File: src/rtl/ir_fetch_sequencer_if.sv
// Bus bundle between the fetch sequencer and memory, the IR and the control unit.
// The slave modport is the sequencer's view. The master modport is the view of its environment.
interface ir_fetch_sequencer_if #(
  parameter int unsigned PC_WIDTH = 8
);
  logic                Start;
  logic                Halt;
  logic                MemReady;
  logic [7:0]          MemData;
  logic                ExecDone;
  logic                PCLoad;
  logic [PC_WIDTH-1:0] PCLoadValue;
  logic [PC_WIDTH-1:0] MemAddr;
  logic                MemRead;
  logic [7:0]          IRData;
  logic                IRWrite;
  logic                IRLH;
  logic                IRValid;
  logic [PC_WIDTH-1:0] PCOut;
  logic                Busy;
  logic [2:0]          State;

  modport slave (
    input  Start, Halt, MemReady, MemData, ExecDone, PCLoad, PCLoadValue,
    output MemAddr, MemRead, IRData, IRWrite, IRLH, IRValid, PCOut, Busy, State
  );

  modport master (
    output Start, Halt, MemReady, MemData, ExecDone, PCLoad, PCLoadValue,
    input  MemAddr, MemRead, IRData, IRWrite, IRLH, IRValid, PCOut, Busy, State
  );
endinterface

File: src/rtl/ir_fetch_sequencer.sv
// Fetches a 16-bit instruction as two bytes at PC and PC+1 into the IR, then waits for execute.
// Define IR_FETCH_WAIT_STATE_EN to honour MemReady, with a stall counter that aborts after 255 stalls.
module ir_fetch_sequencer #(
  parameter int unsigned         PC_WIDTH = 8,
  parameter logic [PC_WIDTH-1:0] RESET_PC = '0
) (
  input logic                 Clock,
  input logic                 Reset,
  ir_fetch_sequencer_if.slave bus
);

  typedef enum logic [2:0] {
    StIdle    = 3'd0,
    StFetchLo = 3'd1,
    StFetchHi = 3'd2,
    StExec    = 3'd3,
    StHalted  = 3'd4
  } state_e;

  state_e              state_q, state_d;
  logic [PC_WIDTH-1:0] pc_q, pc_d;
  logic                mem_ready;
  logic                stall_abort;
  logic                mem_read;
  logic                ir_write;
  logic                ir_lh;
  logic                ir_valid;

`ifdef IR_FETCH_WAIT_STATE_EN
  logic [7:0] stall_q, stall_d;

  assign mem_ready   = bus.MemReady;
  // A stall on this edge is the 255th in a row, so the fetch is abandoned.
  assign stall_abort = !mem_ready && (stall_q == 8'd254);

  always_comb begin
    stall_d = stall_q;
    if (state_d != state_q) begin
      stall_d = '0;
    end else if (mem_read && !mem_ready) begin
      stall_d = stall_q + 8'd1;
    end
  end

  always_ff @(posedge Clock or negedge Reset) begin
    if (!Reset) begin
      stall_q <= '0;
    end else begin
      stall_q <= stall_d;
    end
  end
`else
  logic unused_mem_ready;

  assign unused_mem_ready = bus.MemReady;
  assign mem_ready        = 1'b1;
  assign stall_abort      = 1'b0;
`endif

  always_comb begin
    state_d  = state_q;
    pc_d     = pc_q;
    mem_read = 1'b0;
    ir_write = 1'b0;
    ir_lh    = 1'b0;
    ir_valid = 1'b0;
    unique case (state_q)
      StIdle, StHalted: begin
        if (bus.Start) begin
          state_d = StFetchLo;
        end
      end
      StFetchLo, StFetchHi: begin
        mem_read = 1'b1;
        ir_lh    = (state_q == StFetchHi);
        if (mem_ready) begin
          // IR captures the byte on the same edge that advances PC.
          ir_write = 1'b1;
          pc_d     = pc_q + PC_WIDTH'(1);
          state_d  = (state_q == StFetchHi) ? StExec : StFetchHi;
        end else if (stall_abort) begin
          state_d = StHalted;
        end
      end
      StExec: begin
        ir_valid = 1'b1;
        if (bus.ExecDone) begin
          if (bus.PCLoad) begin
            pc_d = bus.PCLoadValue;
          end
          state_d = bus.Halt ? StHalted : StFetchLo;
        end
      end
      default: begin
        state_d = StIdle;
      end
    endcase
  end

  always_ff @(posedge Clock or negedge Reset) begin
    if (!Reset) begin
      state_q <= StIdle;
      pc_q    <= RESET_PC;
    end else begin
      state_q <= state_d;
      pc_q    <= pc_d;
    end
  end

  assign bus.MemAddr = pc_q;
  assign bus.PCOut   = pc_q;
  assign bus.MemRead = mem_read;
  assign bus.IRData  = bus.MemData;
  assign bus.IRWrite = ir_write;
  assign bus.IRLH    = ir_lh;
  assign bus.IRValid = ir_valid;
  assign bus.Busy    = (state_q == StFetchLo) || (state_q == StFetchHi) || (state_q == StExec);
  assign bus.State   = state_q;

endmodule

File: src/flat_wrapper.sv
// flat-port wrapper written by rule: the top's interface ports become plain ports
module ir_fetch_sequencer_flat 
#(
  parameter int unsigned         PC_WIDTH = 8,
  parameter logic [PC_WIDTH-1:0] RESET_PC = '0
)
  (Clock, Reset, bus_Start, bus_Halt, bus_MemReady, bus_MemData, bus_ExecDone, bus_PCLoad, bus_PCLoadValue, bus_MemAddr, bus_MemRead, bus_IRData, bus_IRWrite, bus_IRLH, bus_IRValid, bus_PCOut, bus_Busy, bus_State);
  ir_fetch_sequencer_if #(.PC_WIDTH(PC_WIDTH)) bus_i ();
  input logic Clock;
  input logic Reset;
  input wire logic [$bits(bus_i.Start)-1:0] bus_Start;
  input wire logic [$bits(bus_i.Halt)-1:0] bus_Halt;
  input wire logic [$bits(bus_i.MemReady)-1:0] bus_MemReady;
  input wire logic [$bits(bus_i.MemData)-1:0] bus_MemData;
  input wire logic [$bits(bus_i.ExecDone)-1:0] bus_ExecDone;
  input wire logic [$bits(bus_i.PCLoad)-1:0] bus_PCLoad;
  input wire logic [$bits(bus_i.PCLoadValue)-1:0] bus_PCLoadValue;
  output wire logic [$bits(bus_i.MemAddr)-1:0] bus_MemAddr;
  output wire logic [$bits(bus_i.MemRead)-1:0] bus_MemRead;
  output wire logic [$bits(bus_i.IRData)-1:0] bus_IRData;
  output wire logic [$bits(bus_i.IRWrite)-1:0] bus_IRWrite;
  output wire logic [$bits(bus_i.IRLH)-1:0] bus_IRLH;
  output wire logic [$bits(bus_i.IRValid)-1:0] bus_IRValid;
  output wire logic [$bits(bus_i.PCOut)-1:0] bus_PCOut;
  output wire logic [$bits(bus_i.Busy)-1:0] bus_Busy;
  output wire logic [$bits(bus_i.State)-1:0] bus_State;
  assign bus_i.Start = bus_Start;
  assign bus_i.Halt = bus_Halt;
  assign bus_i.MemReady = bus_MemReady;
  assign bus_i.MemData = bus_MemData;
  assign bus_i.ExecDone = bus_ExecDone;
  assign bus_i.PCLoad = bus_PCLoad;
  assign bus_i.PCLoadValue = bus_PCLoadValue;
  assign bus_MemAddr = bus_i.MemAddr;
  assign bus_MemRead = bus_i.MemRead;
  assign bus_IRData = bus_i.IRData;
  assign bus_IRWrite = bus_i.IRWrite;
  assign bus_IRLH = bus_i.IRLH;
  assign bus_IRValid = bus_i.IRValid;
  assign bus_PCOut = bus_i.PCOut;
  assign bus_Busy = bus_i.Busy;
  assign bus_State = bus_i.State;
  ir_fetch_sequencer #(.PC_WIDTH(PC_WIDTH), .RESET_PC(RESET_PC)) u_core (.Clock(Clock), .Reset(Reset), .bus(bus_i));
endmodule
File: config.mk
export PLATFORM = sky130hd
export DESIGN_NAME = ir_fetch_sequencer_flat
export DESIGN_NICKNAME = d
export VERILOG_FILES = /design/src/rtl/ir_fetch_sequencer_if.sv /design/src/rtl/ir_fetch_sequencer.sv /design/src/flat_wrapper.sv
export SDC_FILE = /design/constraint.sdc
export NUM_CORES = 1
export LEC_CHECK = 0
export ABC_AREA = 1
export CORE_UTILIZATION = 36
export DETAILED_ROUTE_END_ITERATION = 10
export PLACE_DENSITY = 0.77
export SYNTH_ARGS = -nofsm -noshare
export SYNTH_HDL_FRONTEND = slang
export SYNTH_SLANG_ARGS = --single-unit
export TNS_END_PERCENT = 30
File: constraint.sdc
create_clock -name Clock -period 1.4 [get_ports Clock]
set_input_delay 0.28 -clock Clock [delete_from_list [all_inputs] [get_ports Clock]]
set_output_delay 0.28 -clock Clock [all_outputs]
set_load 0.1 [all_outputs]
======== After elaboration in Yosys (flattened, before gate mapping) ========
Cells that the tools add are included.
cells by class
  add/sub/neg operators ................... 1
  $mul .................................... 0
  divide/modulo/power cells ............... 0
  $lt $le $gt $ge ......................... 0
  equality and inequality tests ........... 7
  shift-type cells ........................ 0
  muxes and demuxes ....................... 11
  bitwise logic cells ..................... 0
  reductions and logical operators ........ 8
operator list
  operator               number
  $mux W8                2
  $pmux W8 S2            1
  $mux W3                3
  $pmux W3 S3            1
  $add A8 B1 Y8 const B  1
  $eq A3 B2 Y1 const B   2
  $ne A2 B2 Y1 const B   3
  $mux W1                4
  $reduce_or A2 Y1       2
  $eq A3 B1 Y1 const B   1
  $eq A3 B3 Y1 const B   1
  $logic_not A3 Y1       1
  $reduce_and A3 Y1      1
  $logic_or A1 B1 Y1     2
  $reduce_and A2 Y1      1
  $reduce_bool A2 Y1     1
word-level totals
  register bits ........................... 11
  bits in latches ......................... 0
  bits in writable memories ............... 0
  bits in read-only memories .............. 0
  bits of input ports ..................... 23
  output and inout port bits .............. 32
  logic and storage cells ................. 29
  memories ................................ 0

======== Longest topological paths before layout ========
  depth in word-level cells ............... 4
  depth in mapped cells ................... 8
  gate-level depth less buffers ........... 7

======== Worst setup path after synthesis ========
Ideal clock, no wire load.
  kind .................................... register -> output
  start point ............................. reg u_core.state_q[1], in the netlist u_core.bus.State[1]
  end point ............................... out bus_IRLH
  arrival time ............................ 3.169 ns
  required time ........................... 1.120 ns
  setup slack ............................. -2.049 ns
  stages on the path, launching flop included .. 3
  buffers on the path ..................... 0
  path through ............................ dfrtp_1 inv_1 nor3_1
on the way
  word-level cells in the longest chain between the ends .. 3
  elaborated cells on any way between the ends .. 4
  classes of those cells .................. eq/ne: 2; mux: 1; reduce/logical: 1
ends and longest elaborated chain
  item                                                 line                                                RTL
  start: declaration                                   ir_fetch_sequencer.sv:20                            state_e state_q, state_d;
  start signal: assignment                             ir_fetch_sequencer.sv:102                           state_q <= StIdle;
  start signal: assignment                             ir_fetch_sequencer.sv:105                           state_q <= state_d;
  $eq A3 B2 Y1 / $eq A3 B1 Y1 (equally long branches)  ir_fetch_sequencer.sv:67, ir_fetch_sequencer.sv:75
  $reduce_or A2 Y1                                     -
  $mux W1 *                                            ir_fetch_sequencer.sv:67                            unique case (state_q)
  end: declaration                                     flat_wrapper.sv:22                                  output wire logic [$bits(bus_i.IRLH)-1:0] bus_IRLH;
Every way passes the cells marked *; elsewhere a longest branch is shown, timed or not.

======== Worst setup path after layout ========
  start point ............................. reg u_core.state_q[1], in the netlist u_core.bus.State[1]
  end point ............................... out bus_Busy
on the way
  word-level cells in the longest chain between the ends .. 3
  elaborated cells on any way between the ends .. 5
  classes of those cells .................. eq/ne: 3; reduce/logical: 2
ends and longest elaborated chain
  item                                                 line                       RTL
  $eq A3 B1 Y1 / $eq A3 B2 Y1 (equally long branches)  ir_fetch_sequencer.sv:117  assign bus.Busy = (state_q == StFetchLo) || (state_q == StFetchHi) || (state_q == StExec);
  $logic_or A1 B1 Y1                                   ir_fetch_sequencer.sv:117
  $logic_or A1 B1 Y1 *                                 ir_fetch_sequencer.sv:117
  end: declaration                                     flat_wrapper.sv:25         output wire logic [$bits(bus_i.Busy)-1:0] bus_Busy;
Marked as above.

==> flow_summary.rst <==
.. list-table::
   :header-rows: 1

   * - Metric
     - Value
   * - Outcome
     - finished with violations
   * - Violations in the final reports
     - negative setup slack
   * - Proportion of layout cells with a drive suffix above 1
     - 0.3780
   * - Startpoint class of the critical path
     - flop
   * - Netlist Area Pre-Place
     - 858.3 um^2
   * - First-pass GRT wire length
     - 3.898 mm
   * - Total nets after synthesis
     - 152
   * - Die height
     - 50.83 um
   * - Path type of the worst min-delay path
     - input port to asynchronous set/reset pin
   * - Fillers
     - 175
   * - Via count of the first global-routing pass
     - 868
   * - Number of I/O port buffers
     - 37
   * - Final worst slack
     - -184.6 ps
   * - Number of standard-cell rows in the floorplan
     - 17
   * - DRT iter0 DRCs
     - 14
   * - Register area
     - 290.3 um^2
   * - Overflow left after global routing
     - 0
   * - Residual DRC count
     - 0
   * - First drt pass iteration count
     - 5
   * - Clock tree skew after final layout
     - 2.585 ps
   * - Xor/xnor cell area share of the yosys netlist
     - 0
   * - Post-Layout Cell Count
     - 192
   * - Remaining number of nets flagged by the antenna check after routing
     - 0
   * - Vias per inst
     - 4.604
   * - Global Route met2 Usage
     - 0.4000
   * - Clk sink count
     - 11
   * - Chip width
     - 50.83 um
   * - CP Cell Sequence
     - o21ai_4, inv_1, buf_12
   * - Global Route met1 Usage
     - 0.1989
   * - TritonCTS clock tree
     - built
   * - Cell count after synthesis
     - 128
   * - Number of cells after detailed placement
     - 185
   * - Sequential-to-total area share from yosys stat
     - 0.3207
   * - Placer congestion estimate
     - 0.7628
   * - Global routing usage summed across all routing layers
     - 0.2035
   * - Fraction of synthesized area in multiplexers
     - 0
   * - Starting density of the core
     - 0.3843
   * - Number of slew-limit violations in the final report
     - 0
   * - Top cell type's share of synthesized area
     - 0.3207
   * - Clock H-tree levels
     - 1
   * - Final period demand of the worst path
     - 1585 ps
   * - Dominant combinational cell family by area after synthesis
     - simple AND/OR/NAND/NOR gates
   * - Critical Path Slowest Stage Cell
     - dfrtp_4
   * - Number of cells traversed by the worst register-to-register path
     - 7
   * - Total CTS buffers
     - 3
   * - Crit path largest cell delay
     - 520 ps
   * - Final worst-path cycle share
     - 1.132
   * - Antenna violations before repair
     - 0
   * - CP Max Fanout
     - 4
   * - Maximum number of pins on one net before global-route repair
     - 14
   * - Placeable core region
     - 2233 um^2
   * - GR met3 Demand/Resource
     - 0.06250
   * - Reg-to-reg slack, setup
     - 30 ps
   * - Synthesized-area fraction occupied by ao, oa, aoi and oai cells
     - 0.06706
   * - Setup-violating endpoint count in the final report
     - 6
   * - Total half-perimeter wirelength after legalization and detailed placement
     - 1.756 mm
   * - Most congested layer reported by global routing
     - met2
   * - Most area-hungry cell type in the Yosys netlist
     - dfrtp_1
   * - Average size of a mapped cell
     - 6.706 um^2
   * - Relative slew slack
     - 0.7797
   * - Startpoint of the lowest-slack register-to-register path
     - u_core.bus.State[2]$_DFFE_PN0P_
   * - Final Routed Wirelength
     - 2.241 mm
   * - Area share of fa/ha/maj cells after synthesis
     - 0.01458
   * - Longest Clk Path Bufs
     - 2
   * - Clock slew at reported path FFs
     - 70 ps
   * - Clk Latency, worst-skew pair
     - 260 ps
   * - Distinct cell type count after synthesis
     - 17
   * - I/O pins
     - 55
   * - Simple logic cell fraction of the synthesized area
     - 0.3746
   * - Setup Crit Path Kind
     - flop to primary output
   * - Capture point of the worst reg-to-reg path
     - u_core.bus.MemAddr[0]$_DFFE_PN0P_
   * - Warnings from Yosys
     - 0
   * - Wire per inst
     - 11.67 um
   * - Diodes inserted
     - 0
   * - Critical path endpoint category
     - primary output
   * - Maximum clock frequency
     - 0.6311 GHz
   * - Area of the die
     - 2584 um^2
   * - Data arrival time of the critical path
     - 1300 ps
   * - Top post-synthesis cells by area
     - dfrtp_1 (32%), nand2_1 (18%), buf_4 (15%)
   * - Final count of hold timing violations
     - 0
   * - Count of state elements after synthesis
     - 11
   * - Net count reported at finish
     - 189
   * - Clk root buf
     - clkbuf_4
   * - Area occupied by multi-input gates
     - 436.7 um^2
   * - Via total after detailed routing
     - 884
   * - Area delta synth->final
     - 82.95%
   * - Req. time, crit path
     - 1120 ps
   * - Reported max-cap violation count
     - 0
   * - Setup repair after global routing missed its margin
     - yes
   * - Fin Setup TNS
     - -906.5 ps
   * - Least-Margin Pin Slew
     - 330.5 ps
[cells by family (layout without fill, tap and decap cells)]
logic type	Yosys count	in the layout
adders and majority gates	1	1
AOI/OAI and AO/OA	11	11
DFF	11	11
and+or+nand+nor	75	75
buffers and inverters	30	66
[worst max-delay path by stage]
stage | start | end | slack [ps] | cells after the start
final | u_core.bus.State[1]$_DFFE_PN0P_ | bus_Busy | -180 | 3
after global routing | u_core.bus.State[2]$_DFFE_PN0P_ | bus_MemRead | -240 | 4
after CTS | u_core.bus.State[0]$_DFFE_PN0P_ | bus_IRWrite | -180 | 4
after detailed placement | bus_PCLoad | u_core.bus.MemAddr[0]$_DFFE_PN0P_ | -80 | 7
after global placement | bus_PCLoad | u_core.bus.MemAddr[0]$_DFFE_PN0P_ | -20 | 7
after floorplan | u_core.bus.State[0]$_DFFE_PN0P_ | u_core.bus.MemAddr[7]$_DFFE_PN0P_ | -530 | 8
[flip-flops by register name, indices dropped and copies added, names as in the netlist]
signal and count:
u_core.bus.MemAddr 8, u_core.bus.State 3
[per-layer routing]
metal / vias up / part of all wire
li1: 449 / -
met4: 0 / 0.0054
met3: 2 / 0.072
met2: 29 / 0.55
met1: 404 / 0.37
met5: - / 0
[cells in the final DEF, fill, tap and decap left out, drive strengths merged]
| cell | n |
|---|---|
| buf | 38 |
| dfrtp | 11 |
| nand2 | 44 |
| or2 | 3 |
| ha | 1 |
| nand3 | 9 |
| inv | 11 |
| o31ai | 1 |
| clkbuf | 4 |
| clkdlybuf4s50 | 13 |
| nor2 | 18 |
| o21ai | 10 |
| nor3 | 1 |
[Yosys cell counts]
library cell and instances:
o31ai_1 1, nor2_4 1, nand2_1 41, inv_2 1
dfrtp_1 11, buf_6 2, nand2_2 2, or2_2 3
o21ai_1 1, ha_1 1, o21ai_0 9, buf_4 17
nor3_1 1, nand3_1 9, nor2_1 17, nand2_4 1
inv_1 10
[through the flow]
stage | utilization | setup WS (ps) | hold slack, ps | area, um^2
finish | 0.7031 | -184.6 | 309.7 | 1570
global placement | 0.6616 | -24.94 | 546.3 | 1478
global route | 0.7031 | -235.9 | 315.6 | 1570
detailed placement | 0.6616 | -77.90 | 559.2 | 1478
CTS | 0.6969 | -179.8 | 316.5 | 1556
floorplan | - | -525.8 | -15.59 | 912.1
[area by class of cell]
class | count | share of cell area
Clock buffer | 4 | 0.01673
Inverter | 11 | 0.03267
Tap cell | 28 | 0.02231
Sequential cell | 11 | 0.1849
Multi-Input combinational cell | 87 | 0.2781
Timing Repair Buffer | 51 | 0.4653
[worst max-delay path, delay by kind of cell, from the launching register on]
| kind | cells | cell delay [ps] |
|---|---|---|
| flops | 1 | 520 |
| buf+inv | 2 | 290 |
| compound gates | 1 | 230 |
[what timing repair did]
action / CTS / global route
pin swaps: 5 / 0
setup buffers: 3 / 0
gates resized for setup: 10 / 5
hold buffers: 0 / 0
endpoints found under the setup margin: 9 / 18
Power is not shown: default switching activity piles up to over one toggle a cycle in this logic, so the estimate is an artifact.
